--- config.mk ---
export PLATFORM = sky130hd
export DESIGN_NAME = srt_div_arith_unit
export DESIGN_NICKNAME = d
export VERILOG_FILES = /design/src/rtl/srt_div_arith_unit.sv
export SDC_FILE = /design/constraint.sdc
export NUM_CORES = 1
export LEC_CHECK = 0
export BUFFER_PORTS_ARGS = -buffer_cell sky130_fd_sc_hd__buf_2
export CORE_AREA = 10 10 259 261
export DETAILED_ROUTE_END_ITERATION = 10
export DIE_AREA = 0 0 269 271
export PLACE_DENSITY_LB_ADDON = 0.12
export SETUP_SLACK_MARGIN = 0.3
export SKIP_CTS_REPAIR_TIMING = 1
export SLEW_MARGIN = 10
export SYNTH_ARGS = -nofsm -noshare
export SYNTH_HDL_FRONTEND = slang
export SYNTH_SLANG_ARGS = --single-unit
--- constraint.sdc ---
create_clock -name clk_i -period 8.6 [get_ports clk_i]
set_input_delay 1.72 -clock clk_i [delete_from_list [all_inputs] [get_ports clk_i]]
set_output_delay 1.72 -clock clk_i [all_outputs]
set_load 0.02 [all_outputs]
--- src/rtl/srt_div_arith_unit.sv ---
`default_nettype none
// ============================================================================
// Module   : srt_div_arith_unit
// Brief    : Registered helper datapaths for an SRT divider: leading-one
//            detector, 4-bit-group carry-lookahead adder, 3:2 compressor.
// Revision : 1.0 - initial release
// ============================================================================
module srt_div_arith_unit #(
    parameter int WIDTH     = 64,
    parameter int CSA_WIDTH = 70,
    localparam int IDX_W    = (WIDTH > 1) ? $clog2(WIDTH) : 1
) (
    input  logic                 clk_i,
    input  logic                 rst_n_i,
    input  logic                 in_valid_i,
    input  logic [WIDTH-1:0]     lod_req_i,
    input  logic [WIDTH-1:0]     cla_a_i,
    input  logic [WIDTH-1:0]     cla_b_i,
    input  logic                 cla_ci_i,
    input  logic [CSA_WIDTH-1:0] csa_a_i,
    input  logic [CSA_WIDTH-1:0] csa_b_i,
    input  logic [CSA_WIDTH-1:0] csa_c_i,
    output logic                 out_valid_o,
    output logic [IDX_W-1:0]     lod_idx_o,
    output logic [WIDTH-1:0]     lod_onehot_o,
    output logic                 lod_zero_o,
    output logic [WIDTH-1:0]     cla_s_o,
    output logic                 cla_co_o,
    output logic [CSA_WIDTH-1:0] csa_s_o,
    output logic [CSA_WIDTH-1:0] csa_co_o
);

    localparam int NGRP = (WIDTH + 3) / 4;
    localparam int PW   = NGRP * 4;

    // ------------------------------------------------------------------
    // Leading-one detector: ascending scan, so the highest set bit wins
    // ------------------------------------------------------------------
    logic [IDX_W-1:0] w_lod_idx;
    logic             w_lod_found;
    logic [WIDTH-1:0] w_lod_onehot;

    always_comb begin
        w_lod_idx   = '0;
        w_lod_found = 1'b0;
        for (int i = 0; i < WIDTH; i++) begin
            if (lod_req_i[i]) begin
                w_lod_idx   = IDX_W'(i);
                w_lod_found = 1'b1;
            end
        end
        w_lod_onehot = w_lod_found ? (WIDTH'(1) << w_lod_idx) : '0;
    end

    // ------------------------------------------------------------------
    // Carry-lookahead adder
    // ------------------------------------------------------------------
    logic [PW-1:0]   w_a_pad;
    logic [PW-1:0]   w_b_pad;
    logic [PW-1:0]   w_g;
    logic [PW-1:0]   w_p;
    logic [PW-1:0]   w_sum_pad;
    logic [NGRP-1:0] w_gg;
    logic [NGRP-1:0] w_gp;
    logic [NGRP:0]   w_gc;
    logic            w_cla_co;

    assign w_a_pad = PW'(cla_a_i);
    assign w_b_pad = PW'(cla_b_i);
    assign w_g     = w_a_pad & w_b_pad;
    assign w_p     = w_a_pad ^ w_b_pad;

    generate
        for (genvar gi = 0; gi < NGRP; gi++) begin : g_grp
            logic [3:0] w_gl;
            logic [3:0] w_pl;
            logic [3:0] w_cl;
            logic       w_cin;

            assign w_gl  = w_g[4*gi +: 4];
            assign w_pl  = w_p[4*gi +: 4];
            assign w_cin = w_gc[gi];

            assign w_gg[gi] = w_gl[3]
                            | (w_pl[3] & w_gl[2])
                            | (w_pl[3] & w_pl[2] & w_gl[1])
                            | (w_pl[3] & w_pl[2] & w_pl[1] & w_gl[0]);
            assign w_gp[gi] = &w_pl;

            // Bit carries inside the group, flattened from the group carry-in
            assign w_cl[0] = w_cin;
            assign w_cl[1] = w_gl[0] | (w_pl[0] & w_cin);
            assign w_cl[2] = w_gl[1] | (w_pl[1] & w_gl[0])
                           | (w_pl[1] & w_pl[0] & w_cin);
            assign w_cl[3] = w_gl[2] | (w_pl[2] & w_gl[1])
                           | (w_pl[2] & w_pl[1] & w_gl[0])
                           | (w_pl[2] & w_pl[1] & w_pl[0] & w_cin);

            assign w_sum_pad[4*gi +: 4] = w_pl ^ w_cl;
        end
    endgenerate

    // Group carries as sum-of-products of group G/P terms, never chained
    always_comb begin
        logic acc;
        logic pp;
        w_gc    = '0;
        w_gc[0] = cla_ci_i;
        for (int k = 1; k <= NGRP; k++) begin
            acc = 1'b0;
            pp  = 1'b1;
            for (int j = k - 1; j >= 0; j--) begin
                acc = acc | (w_gg[j] & pp);
                pp  = pp & w_gp[j];
            end
            w_gc[k] = acc | (cla_ci_i & pp);
        end
    end

    generate
        if (PW == WIDTH) begin : g_co_exact
            assign w_cla_co = w_gc[NGRP];
        end else begin : g_co_pad
            assign w_cla_co = w_sum_pad[WIDTH];
        end
    endgenerate

    // ------------------------------------------------------------------
    // 3:2 compressor; carry vector is left unshifted for the caller
    // ------------------------------------------------------------------
    logic [CSA_WIDTH-1:0] w_csa_s;
    logic [CSA_WIDTH-1:0] w_csa_c;

    assign w_csa_s = csa_a_i ^ csa_b_i ^ csa_c_i;
    assign w_csa_c = (csa_a_i & csa_b_i) | (csa_a_i & csa_c_i) | (csa_b_i & csa_c_i);

    // ------------------------------------------------------------------
    // Output registers
    // ------------------------------------------------------------------
    logic                 r_valid;
    logic [IDX_W-1:0]     r_lod_idx;
    logic [WIDTH-1:0]     r_lod_onehot;
    logic                 r_lod_zero;
    logic [WIDTH-1:0]     r_cla_s;
    logic                 r_cla_co;
    logic [CSA_WIDTH-1:0] r_csa_s;
    logic [CSA_WIDTH-1:0] r_csa_c;

    always_ff @(posedge clk_i) begin
        if (!rst_n_i) begin
            r_valid      <= 1'b0;
            r_lod_idx    <= '0;
            r_lod_onehot <= '0;
            r_lod_zero   <= 1'b0;
            r_cla_s      <= '0;
            r_cla_co     <= 1'b0;
            r_csa_s      <= '0;
            r_csa_c      <= '0;
        end else begin
            r_valid <= in_valid_i;
            if (in_valid_i) begin
                r_lod_idx    <= w_lod_idx;
                r_lod_onehot <= w_lod_onehot;
                r_lod_zero   <= ~w_lod_found;
                r_cla_s      <= w_sum_pad[WIDTH-1:0];
                r_cla_co     <= w_cla_co;
                r_csa_s      <= w_csa_s;
                r_csa_c      <= w_csa_c;
            end
        end
    end

    assign out_valid_o  = r_valid;
    assign lod_idx_o    = r_lod_idx;
    assign lod_onehot_o = r_lod_onehot;
    assign lod_zero_o   = r_lod_zero;
    assign cla_s_o      = r_cla_s;
    assign cla_co_o     = r_cla_co;
    assign csa_s_o      = r_csa_s;
    assign csa_co_o     = r_csa_c;

endmodule
`default_nettype wire

# --- Word level (Yosys, flattened, before mapping) ---
# Index checks and enable logic that the tools add are counted.
totals:
  ff_bits: 277
classes:
  shift: 1
  n_mux: 128
  bitwise_logic: 786
  n_reduce_logical: 16
op_table:
  columns: ["op", "n"]
  rows:
  - ["1-bit bitwise AND", 480]
  - ["1-bit OR", 280]
  - ["6-bit 2-to-1 mux", 38]
  - ["70-bit bitwise AND", 3]
  - ["70-bit OR", 2]
  - ["70-bit XOR", 2]
  - ["1-bit 2-to-1 mux", 65]
  - ["64-bit bitwise AND", 1]
  - ["64-bit 2-to-1 mux", 1]
  - ["4-bit AND reduction", 16]
  - ["1-bit by 6-bit left shift with 64-bit output, first input constant", 1]
  - ["4-bit XOR", 16]
  - ["64-bit XOR", 1]
  - ["5-bit 2-to-1 mux", 10]
  - ["4-bit 2-to-1 mux", 8]
  - ["3-bit 2-to-1 mux", 4]
  - ["2-bit 2-to-1 mux", 2]
  - ["1-bit NOT", 1]

# --- Depth between registers and ports, before layout ---
logic_depth:
  depth_word: 65
  ltp_mapped: 12
  mapped_depth_nobuf: 12

# --- Worst setup path after synthesis ---
# OpenSTA, ideal clock, no wires.
synth_path:
  kind: "in2reg"
  from: "input cla_a_i[15]"
  to: "register r_cla_s[57], in the netlist cla_s_o[57]"
  arrival_time_ps: 4253
  t_required_ps: 8514
  path_slack_ps: 4261
  path_stages: 12
  n_path_buf: 0
  path_cell_list: "ha_1 > a21oi_2 > o21a_4 > o22ai_2 > or4_4 > o21ai_2 > a21oi_1 > o21ai_0 > nand2b_1 > fa_1 > xnor2_1 > a211oi_1"
synth_via:
  elab_chain_len: 14
synth_lines:
  columns: ["element", "line", "source"]
  rows:
  - ["start: declaration", "17", "input logic [WIDTH-1:0] cla_a_i,"]
  - ["64-bit XOR", "71", "assign w_p = w_a_pad ^ w_b_pad;"]
  - ["1-bit bitwise AND, on equally long branches", "85, 86, 87", null]
  - ["1-bit OR (tied with other cells)", "85", "| (w_pl[3] & w_gl[2])"]
  - ["1-bit OR / 1-bit bitwise AND (equally long branches)", "86, 87", null]
  - ["1-bit OR", "87", "| (w_pl[3] & w_pl[2] & w_pl[1] & w_gl[0]);"]
  - ["1-bit bitwise AND", "113", "acc = acc | (w_gg[j] & pp);"]
  - ["1-bit OR (4 in series)", "113", null]
  - ["1-bit OR *", "116", "w_gc[k] = acc | (cla_ci_i & pp);"]
  - ["1-bit bitwise AND *", "92", "assign w_cl[1] = w_gl[0] | (w_pl[0] & w_cin);"]
  - ["1-bit OR *", "92", null]
  - ["4-bit XOR *", "99", "assign w_sum_pad[4*gi +: 4] = w_pl ^ w_cl;"]
  - ["end signal: assignment", "165", "r_cla_s <= w_sum_pad[WIDTH-1:0];"]
  - ["end: declaration", "144", "logic [WIDTH-1:0] r_cla_s;"]
# Every way passes the cells marked *; elsewhere a longest branch is shown, timed or not.
# A chain may end at the register's enable or synchronous reset.

# --- Final worst setup path ---
layout_path:
  from: "input cla_a_i[0]"
  to: "register r_cla_s[37], in the netlist cla_s_o[37]"
layout_via:
  elab_chain_len: 9
layout_lines:
  columns: ["element", "line", "source"]
  rows:
  - ["64-bit bitwise AND", "70", "assign w_g = w_a_pad & w_b_pad;"]
  - ["1-bit bitwise AND", "87", null]
  - ["1-bit OR", "87", null]
  - ["1-bit bitwise AND", "113", null]
  - ["1-bit OR", "113", null]
  - ["1-bit OR *", "116", null]
  - ["1-bit bitwise AND *", "92", null]
  - ["1-bit OR *", "92", null]
  - ["4-bit XOR *", "99", null]
# Marked as above.

==> metrics.csv <==
metric,value,unit
outcome,"complete, no violations",
IO Pins,683,
CP max FO,4,
hold depth,2,
hold path endpoint,lod_onehot_o[21],
Reg power frac,37.9,%
Tot GR Track Use,16.7,%
r2r endpoint,cla_s_o[39],
crit end category,flip-flop,
Final Max Tran Viols,0,
GP Congestion,0.907,
clock power share,39.2,%
Hold Path Class,reg -> reg,
largest net degree at the start of global routing,128,
CP required,9.03,ns
Peak VDD IR,0.000136,V
Vias,13400,
area of the die,72900,um^2
arrival time worst endpoint,4.79,ns
die span in x,269,um
"Reg clk slew, reported paths",0.06,ns
Nets,2695,
Synth Register Bits,277,
final std cells w/o fill,2997,
FF-to-FF path depth,3,
FF-to-FF Start,cla_s_o[39],
unrepaired setup endpoints after global routing,no,
row cnt,91,
DRT Pass-1 Iters,5,
Lkg Pwr,9.59,nW
Worst Tran Pin Value,1.12,ns
"Top FF cell, synth",dfxtp_1,
post-DP HPWL,52400,um
"Avg Cell Area, Syn",9.78,um^2
met1 Usage GRT,18.7,%
CTS H-tree depth,2,
Final Hold Vio Count,0,
"FFs w/ async S/R, synth",0,%
Initial Util,23.4,%
Pwr per Cell Area,188,nW/um^2
Setup Skew,0,ns
Die H,271,um
"Setup violations, final",0,
switching share of power,30.3,%
Worst Setup Path Type,in -> reg,
fmax,0.229,GHz
vias per inst,4.48,
CTS sink cnt,277,
M2 GR Usage,30.1,%
TritonCTS clock tree,yes,
CTS Buf Count,35,
total gr overflow,0,
Synthesized Nets,2033,
"most common cell after layout, fill and taps aside",buf_2,
R2R setup slack,7.54,ns
IO Port Bufs,682,
Post-Syn Area,14400,um^2
first-pass GRT wire length,92600,um
initial antenna violation count,18,
clk root buf,clkbuf_16,
Comb pwr share,22.9,%
GRT busiest layer,met2,
Clock Latency Late Sink,0.52,ns
met3 Usage GRT,6.10,%
max-cap viol count,0,
"EDFF count, synth",0,
Clock Tree Buf Depth,3,
DRC Markers,0,
Area growth syn-to-layout,37.6,%
final period utilization,50.8,%
# placed instances,2939,
Internal Power,0.00261,W
Post-Syn Instances,1477,
warnings from Yosys,0,
"commonest cells after routing, fill and taps aside","681 x buf_2, 277 x dfxtp_1, 232 x nor2_1",
layout cells sized above 1,35.2,%
Setup TNS,0,ns
Final Critical Period,4.36,ns
total wire length,63600,um
Psw,0.00113,W
Area after DPL,18700,um^2
Final Cell Area,19900,um^2
vias in the first global route,14100,
Hold Startpoint,lod_onehot_o[21],
register area share after synthesis,38.4,%
Routed WL per cell,21.2,um
Yosys cell types,76,
post-route ant nets,0,
Worst slew margin,25.1,%
CP Launch Type,input port,
DR iter-0 viols,617,
CORE AREA,61600,um^2
stage by stage:
stage	utilization, %	hold slack [ns]	power (W)	setup WS [ns]
after floorplan	-	0.526	0.00192	4.26
after global placement	30.4	0.434	0.00232	3.72
after detailed placement	30.4	0.437	0.00232	3.71
after CTS	32.3	0.447	0.00383	4.28
after global routing	32.3	0.468	0.00396	4.04
final	32.3	0.446	0.00374	4.24
cell usage after synthesis, types with 27 or more instances:
cell,count,area [um^2]
a211oi_1,28,210
a21oi_1,56,280
clkbuf_1,44,165
dfxtp_1,277,5550
fa_1,86,1720
ha_1,64,801
inv_1,27,101
mux2i_1,163,1630
nand2_1,86,323
nand3_1,29,145
nor2_1,233,875
o21ai_0,53,265
o21ai_1,32,160
sequential cells by signal, summed over array words and instances (netlist names):
name and flops:
cla_co_o 1, cla_s_o 64, csa_co_o 70, csa_s_o 70
lod_idx_o 6, lod_onehot_o 64, lod_zero_o 1, out_valid_o 1
metal layers:
layer,vias up,routed length [um]
li1,6576,-
met1,6296,24500
met2,474,32000
met3,76,6060
met4,18,854
met5,-,147
how the worst max path moves through the flow:
| stage | start | end | slack (ns) | cells past startpoint |
|---|---|---|---|---|
| 2_1_floorplan | cla_a_i[15] | cla_s_o[57] | 4.26 | 12 |
| 3_3_place_gp | cla_a_i[47] | cla_s_o[60] | 3.72 | 12 |
| 3_5_place_dp | cla_a_i[0] | cla_s_o[37] | 3.71 | 12 |
| 4_1_cts | cla_a_i[0] | cla_s_o[37] | 4.28 | 12 |
| 5_1_grt | cla_a_i[0] | cla_s_o[37] | 4.04 | 12 |
| 6_report | cla_a_i[0] | cla_s_o[37] | 4.24 | 12 |
cells by family after synthesis:
group           after synthesis  share of synthesized area (%)
xor+xnor                     25                           1.52
simple gates                479                           15.2
mux                         163                           11.3
flops                       277                           38.4
fa+ha+maj                   150                           17.5
compound gates              292                           13.7
buf+inv                      91                           2.38
power groups by stage:
stage	logic [W]	clock network (W)	registers, W
final	0.000859	0.00147	0.00142
after floorplan	0.000362	0	0.00155
after global routing	0.000951	0.00158	0.00143
after CTS	0.000878	0.00153	0.00142
after detailed placement	0.000873	0	0.00145
after global placement	0.000873	0	0.00144
critical path: stages:
cell and delay [ns]:
buf_2 0.11, ha_1 0.30, a211o_1 0.32, a21oi_2 0.40
a211o_2 0.28, a211o_1 0.20, a21oi_1 0.12, or2_1 0.29
a211o_1 0.29, fa_1 0.38, xnor2_1 0.13, a211oi_1 0.24
area by class of cell:
type,count,area (um^2)
multi-input combinational,1109,8560
tap,837,1050
timing repair buffer,688,3480
inverter,28,110
antenna,2,5.00
sequential,277,5550
clock inverter,5,78.8
clock buffer,51,1050
fill,6546,41700
Note: power is estimated with default switching activity, not from simulation.
